===== config.mk =====
export PLATFORM = sky130hd
export DESIGN_NAME = i2c_reg_arbiter
export DESIGN_NICKNAME = d
export VERILOG_FILES = /design/src/rtl/i2c_reg_arbiter.sv
export SDC_FILE = /design/constraint.sdc
export NUM_CORES = 1
export LEC_CHECK = 0
export ABC_AREA = 1
export CAP_MARGIN = 5
export CORE_MARGIN = 4
export CORE_UTILIZATION = 50
export CTS_CLUSTER_SIZE = 40
export DETAILED_ROUTE_END_ITERATION = 6
export PLACE_DENSITY = 0.85
export SLEW_MARGIN = 20
export SYNTH_ARGS = -nofsm -noshare
export SYNTH_HDL_FRONTEND = slang
export SYNTH_SLANG_ARGS = --single-unit

===== constraint.sdc =====
create_clock -name clock -period 1.25 [get_ports clock]
set_input_delay 0.25 -clock clock [delete_from_list [all_inputs] [get_ports clock]]
set_output_delay 0.25 -clock clock [all_outputs]
set_load 0.05 [all_outputs]

===== src/rtl/i2c_reg_arbiter.sv =====
// Small register file shared by an I2C-side requester and a local requester.
// A three-state FSM grants one side at a time, using round-robin tie-breaking.
// The top address is a read-only ID register. Register 0 is exported as ctrl_out.
module i2c_reg_arbiter #(
  parameter int                ADDR_W = 3,
  parameter int                DATA_W = 8,
  parameter logic [DATA_W-1:0] ID_VAL = 8'hA5
) (
  input  logic              clock,
  input  logic              reset_n,
  input  logic              i2c_req,
  input  logic              i2c_we,
  input  logic [ADDR_W-1:0] i2c_addr,
  input  logic [DATA_W-1:0] i2c_wdata,
  output logic              i2c_ack,
  output logic [DATA_W-1:0] i2c_rdata,
  input  logic              loc_req,
  input  logic              loc_we,
  input  logic [ADDR_W-1:0] loc_addr,
  input  logic [DATA_W-1:0] loc_wdata,
  output logic              loc_ack,
  output logic [DATA_W-1:0] loc_rdata,
  output logic [DATA_W-1:0] ctrl_out,
  output logic              busy
);

  localparam int                NREG     = 1 << ADDR_W;
  localparam logic [ADDR_W-1:0] TOP_ADDR = '1;

  typedef enum logic [1:0] {
    IDLE,
    SERVE,
    ACK
  } state_t;

  state_t            state;
  logic              last_loc;   // 1: the local side won the previous grant
  logic              win_loc;    // 1: the current transaction belongs to the local side
  logic              lat_we;
  logic [ADDR_W-1:0] lat_addr;
  logic [DATA_W-1:0] lat_wdata;
  logic [DATA_W-1:0] regs [NREG];
  logic              grant_loc;
  logic [DATA_W-1:0] rd_val;

  // Pick the winner. A lone request always wins. On a tie, grant the side not granted last.
  assign grant_loc = loc_req && (!i2c_req || !last_loc);

  // Read mux. The top address reads the fixed ID, not the storage behind it.
  assign rd_val    = (lat_addr == TOP_ADDR) ? ID_VAL : regs[lat_addr];

  assign ctrl_out  = regs[0];

  // Arbitration FSM, register file and all registered outputs.
  always_ff @(posedge clock or negedge reset_n) begin
    if (!reset_n) begin
      state     <= IDLE;
      last_loc  <= 1'b1;
      win_loc   <= 1'b0;
      lat_we    <= 1'b0;
      lat_addr  <= '0;
      lat_wdata <= '0;
      i2c_ack   <= 1'b0;
      loc_ack   <= 1'b0;
      i2c_rdata <= '0;
      loc_rdata <= '0;
      busy      <= 1'b0;
      // NOTE: the register file is tiny and must come up as zero, so reset it here.
      // Large RAMs are normally left unreset so that they map onto memory macros.
      for (int i = 0; i < NREG; i++) regs[i] <= '0;
    end else begin
      // NOTE: only non-blocking assignments here. Every read in this block
      // then sees the value from before the clock edge, whatever the statement order.
      i2c_ack <= 1'b0;
      loc_ack <= 1'b0;
      case (state)
        IDLE: begin
          if (i2c_req || loc_req) begin
            win_loc   <= grant_loc;
            lat_we    <= grant_loc ? loc_we    : i2c_we;
            lat_addr  <= grant_loc ? loc_addr  : i2c_addr;
            lat_wdata <= grant_loc ? loc_wdata : i2c_wdata;
            busy      <= 1'b1;
            state     <= SERVE;
          end
        end
        SERVE: begin
          if (lat_we) begin
            if (lat_addr != TOP_ADDR) regs[lat_addr] <= lat_wdata;
          end else if (win_loc) begin
            loc_rdata <= rd_val;
          end else begin
            i2c_rdata <= rd_val;
          end
          state <= ACK;
        end
        ACK: begin
          if (win_loc) loc_ack <= 1'b1;
          else         i2c_ack <= 1'b1;
          last_loc <= win_loc;
          busy     <= 1'b0;
          state    <= IDLE;
        end
        default: begin
          busy  <= 1'b0;
          state <= IDLE;
        end
      endcase
    end
  end

endmodule


# Word-level counts from Yosys, hierarchy flattened

Index checks and enable logic that the tools add are counted.

Register bits: 99
Logic and storage cells: 60
Output and inout bits: 27
Bits of input ports: 28

Reduce and logical (&&, ||, !) cells: 12
Equal/unequal tests: 5
Order comparisons: 2
Bitwise logic cells: 4
Mux-type cells: 18

Operator list:

| cell                                                                          | count |
|---|---|
| 64-bit bitwise mux                                                            | 1 |
| 8-bit two-way mux                                                             | 5 |
| 8-bit binary-select mux with 3-bit select                                     | 1 |
| 8-bit demux with 3-bit select                                                 | 1 |
| 3-bit AND reduction                                                           | 3 |
| 1-bit two-way mux                                                             | 6 |
| 4-bit greater-or-equal comparator (second input constant)                     | 1 |
| 4-bit by 1-bit less-than comparator with 1-bit output (second input constant) | 1 |
| 3-bit NOT with 4-bit output                                                   | 1 |
| 2-bit case mux with 2 select lines                                            | 1 |
| 2-bit AND reduction                                                           | 2 |
| 3-bit == test (second input constant)                                         | 1 |
| 3-bit two-way mux                                                             | 1 |
| 3-bit != test (second input constant)                                         | 1 |
| 1-bit NOT                                                                     | 3 |
| 2-bit by 1-bit == test with 1-bit output (second input constant)              | 1 |
| 2-bit == test (second input constant)                                         | 1 |
| 1-bit logical AND                                                             | 2 |
| 1-bit logical NOT                                                             | 2 |
| 2-bit logical NOT                                                             | 1 |
| 1-bit logical OR                                                              | 2 |
| 2-bit two-way mux                                                             | 1 |
| 2-bit != test (second input constant)                                         | 1 |
| 1-bit case mux with 2 select lines                                            | 1 |

# Longest topological paths before layout

Gate-level depths: netlist of run 1.

Word-level depth: 6
Mapped depth: 9
Mapped depth without buffers: 8

# Worst setup path after synthesis of run 1

Ideal clock, no wire load.

Path type: register to register
Start point: register lat_addr[1]
End point: register regs[21] (netlist bit)
Period minus slack after synthesis: 1371 ps
Arrival: 1247 ps
Cell stages (with the launch flop): 9
Buffers on the path: 2
Data required time: 1126 ps
Setup time: 124 ps
Setup slack: -121 ps
Cell sequence: dfrtp_1 > buf_4 > nand3_2 > nand3_4 > nor2_4 > nand2_4 > buf_6 > nand2_1 > o21ai_2

Cells in the longest elaborated chain, start to end: 6
Elaborated cells on any way between the ends: 9
Classes of those cells: order compare: 2; eq/ne: 1; mux: 3; bitwise: 1; reduce/logical: 2

RTL lines:

| item                                                                                                                                    | line | source |
|---|---|---|
| start: declaration                                                                                                                      | 40   | `logic [ADDR_W-1:0] lat_addr;` |
| start signal: assignment                                                                                                                | 81   | `lat_addr <= grant_loc ? loc_addr : i2c_addr;` |
| 3-bit NOT with 4-bit output (not written as such)                                                                                       | 89   | `if (lat_addr != TOP_ADDR) regs[lat_addr] <= lat_wdata;` |
| 4-bit greater-or-equal comparator (not written as such) / 4-bit by 1-bit less-than comparator with 1-bit output (equally long branches) | 89   |  |
| 1-bit logical AND (not written as such)                                                                                                 | 89   |  |
| 8-bit two-way mux (not written as such)                                                                                                 | 89   |  |
| 8-bit demux with 3-bit select                                                                                                           | 89   |  |
| 64-bit bitwise mux                                                                                                                      | 89   |  |
| end signal: indexed assignment                                                                                                          | 89   |  |
| end: declaration                                                                                                                        | 42   | `logic [DATA_W-1:0] regs [NREG];` |

Parallel ways exist; a longest one is shown, timed or not.
A chain may end at the register's enable or synchronous reset.

# Worst setup path in the final report of run 1

Start point: register lat_addr[0]
End point: register i2c_rdata[3]

Cells in the longest elaborated chain, start to end: 5
Elaborated cells on any way between the ends: 6
Classes of those cells: eq/ne: 1; mux: 4; bitwise: 1

RTL lines:

| item                                                  | line | source |
|---|---|---|
| 3-bit NOT with 4-bit output (not written as such)     | 50   | `assign rd_val = (lat_addr == TOP_ADDR) ? ID_VAL : regs[lat_addr];` |
| 8-bit binary-select mux with 3-bit select             | 50   |  |
| 8-bit two-way mux (not written as such) (2 in series) | 50   |  |
| 8-bit two-way mux (*)                                 | 50   |  |
| end signal: assignment                                | 93   | `i2c_rdata <= rd_val;` |
| end: declaration                                      | 16   | `output logic [DATA_W-1:0] i2c_rdata,` |

Mark *: on every way between the ends. The rest lies on a longest branch, timed or not. The select of a mux whose other input is x is not followed.

==> results of run 1 <==
==> state kept, by name (all words and copies together), names as in the netlist, 2 cells and up <==
| signal | flops |
|---|---|
| loc_rdata | 8 |
| i2c_rdata | 8 |
| regs | 54 |
| lat_addr | 3 |
| lat_wdata | 8 |
| ctrl_out | 8 |
| state | 2 |
==> final timing paths <==
path,end,slack [ns],depth (start not counted),from
min in group clock,regs[3],0.39,0,regs[3]
hold / removal,regs[43],0.31,2,reset_n
max in group asynchronous,ctrl_out[5],0.42,3,reset_n
hold reg to reg,regs[3],0.39,0,regs[3]
setup reg to reg,i2c_rdata[3],-0.33,9,lat_addr[0]
setup / recovery,i2c_rdata[3],-0.33,9,lat_addr[0]
==> synth_stat cells <==
cell type	number
nand2_1	171
dfrtp_1	96
inv_1	81
o21ai_1	49
nand3_1	33
nor2_1	22
o21ai_0	19
buf_4	11
o22ai_1	11
clkbuf_1	9
o21ai_2	8
buf_2	7
buf_6	7
nand2_4	7
nor2_4	5
or2_2	4
o211ai_1	3
nor3_4	2
a31oi_1	1
dfstp_2	1
nand3_2	1
nand3_4	1
nor2_8	1
nor3_2	1
o21bai_1	1
==> stage by stage <==
stage | util | hold slack [ns] | cell area (um2) | std cells
floorplan | - | -0.04559 | 4644 | 552
global placement | 0.6435 | 0.1881 | 5694 | 710
detailed placement | 0.6435 | 0.1939 | 5694 | 710
CTS | 0.7301 | 0.3296 | 6460 | 752
global route | 0.7975 | 0.3599 | 7057 | 779
finish | 0.7975 | 0.3104 | 7057 | 779
==> logic make-up (layout without fill, tap and decap cells) <==
logic type             count (synthesis)  count (layout)
flip-flops                            97              97
buffers and inverters                115             228
AO/OA/AOI/OAI                         92              92
AND/OR/NAND/NOR                      248             254
==> metal layers <==
metal,GRT usage,vias to the layer above
li1,-,1948
met1,0.3100,2332
met2,0.4513,450
met3,0.05028,154
met4,0.1804,0
met5,0,-
==> layout by cell type, fill, tap and decap left out, types with 23 or more instances in the layout <==
cell type	n
clkdlybuf4s50_1	26
buf_12	40
nand2_1	113
nand3_1	23
inv_1	72
o21ai_2	39
dfrtp_1	88
buf_6	24
buf_4	38
o21ai_1	30
nand2_2	43
==> power groups by stage <==
stage | registers (mW) | logic (mW) | clock network [mW]
final | 5.82 | 12.8 | 2.24
after global routing | 5.90 | 13.3 | 2.35
after CTS | 5.53 | 10.3 | 2.13
after detailed placement | 5.50 | 8.71 | 0
after global placement | 5.41 | 8.43 | 0
after floorplan | 6.03 | 4.48 | 0
==> critical path, cell delays in order, from the launching register on <==
cell and delay, ns:
dfrtp_2 0.50, buf_6 0.17, buf_12 0.15, nand2_1 0.10, nand3_1 0.14, nand2_1 0.14
inv_1 0.06, nand2_2 0.08, nand3_1 0.08, nand2_1 0.09
==> cell type report <==
type                    instances  area share
multi-input cells             346      0.3257
clock inverters                 6    0.009220
clock buffers                  10     0.01950
repair buffers                131      0.2365
well taps                     108     0.01915
inverters                      81     0.04433
flip-flops and latches         97      0.3456
==> what timing repair did <==
item,4_1_cts,5_1_grt
gates cloned,6,3
setup buffers,19,27
hold endpoints to repair,22,0
endpoints found under the setup margin,85,101
hold buffers,1,0
resized for setup,76,124
pin swaps,26,36
==> flow_metrics.tcl, run 1 <==
set metrics [dict create \
    cp-end-kind "flop" \
    skew_ns 0.01787 \
    highest_layer "met4" \
    routed-wl-met2_um 8781 \
    firstDrtPassIters 5 \
    grt_first_pass_wirelength_um 22910 \
    switching_share 0.4817 \
    drt-initial-drc-count 547 \
    diodes 0 \
    powerDensity_nw_per_um2 2951 \
    num_io_pins 55 \
    wl_met1_um 6258 \
    seqPwrFrac 0.279 \
    grt_pass1_vias 4506 \
    critical_path.max_fanout 15 \
    synthDominantCellAreaShare 0.5202 \
    dpl.hpwl_um 7642 \
    layout_worst_path_cycle_share 1.262 \
    min_period_ns 1.577 \
    max_freq_mhz 634.0 \
    htreeDepth 3 \
    fill_cells 461 \
    p_clk_frac 0.108 \
    die_w_um 104.1 \
    cts-buffers-inserted 9 \
    finalPower_mw 20.83 \
    synth_nets 580 \
    leakagePower_nw 3.347 \
    cts_tree "done" \
    comb_power_share 0.613 \
    wl_per_cell_um 23.71 \
    clk_pin_slew_worst_paths_ns 0.11 \
    yosys.area_share.adder 0 \
    wl_um 18470 \
    finalSetupViolations 89 \
    wl_met3_um 1919 \
    hold_path.class "in2async" \
    areaGrowthSynthToFinish_pct 52.80 \
    slew_headroom 0.6799 \
    synthMuxAreaShare 0 \
    cap_violations 0 \
    drv_slew 0 \
    synth_compound_area_frac 0.1116 \
    dp_slack_ns -0.2291 \
    arrival_ns 1.91 \
    root_buffer "clkbuf_8" \
    synth_top_family_by_area "simple AND/OR/NAND/NOR gates" \
    drive_above_1_share 0.4232 \
    yosys.area_share.xor_xnor 0 \
    synth.cell_area_um2 4618 \
    start_util 0.5219 \
    synthTopCellsByArea "dfrtp_1 52%, nand2_1 14%, inv_1 6.6%" \
    place.gp.congestion 0.8675 \
    grt-ovfl-total 0 \
    syn_inst 552 \
    final_hold_viol_count 0 \
    violations "negative setup slack" \
    multi_input_area_um2 2298 \
    grt.total_usage 0.2678 \
    yosysWarnings 0 \
    rsz0062_at_grt "true" \
    ant_nets 0 \
    core_area_um2 8848 \
    yosys.area.top_type "dfrtp_1" \
    drc 0 \
    synth.avg_cell_area_um2 8.366 \
    antenna_found_initial 0 \
    synthSimpleGateAreaFrac 0.2468 \
    fin_nets 694 \
    synth_seq_cells 97 \
    rows 34 \
    insertion_delay_ns 0.39 \
    ys_seq_area_frac 0.5259 \
    clk_path_buf_depth 2 \
    peakVddDrop_mv 1.897 \
    switching_power_mw 10.03 \
    seq_area_um2 2439 \
    required_ns 1.58 \
    internal-power_mw 10.80 \
    portBuffers 54 \
    status "complete, but fails checks" \
    worst_slack_ns -0.3273 \
    dieArea_um2 10840 \
    grt_max_degree 29 \
    path_class "reg2reg" \
    synth_cell_types 25 \
    cts.sinks 97 \
    vias 4884 \
    avgViaCountPerCell 6.270 \
    die_h_um 104.1 \
    tightest_slew_ns 0.4796 \
    crit_path_start_kind "flop" \
    setup_tns_ns -20.14 \
]
Note: power is estimated with default switching activity, not from simulation.
==> inputs of run 2 (changes only) <==
--- a/config.mk
+++ b/config.mk
@@ -11,6 +11,7 @@
 export CORE_UTILIZATION = 50
 export CTS_CLUSTER_SIZE = 40
 export DETAILED_ROUTE_END_ITERATION = 6
+export GPL_ROUTABILITY_DRIVEN = 0
 export PLACE_DENSITY = 0.85
 export SLEW_MARGIN = 20
 export SYNTH_ARGS = -nofsm -noshare
==> results of run 2 <==
No change in the layout: final DEF, timing and power equal those of run 1.
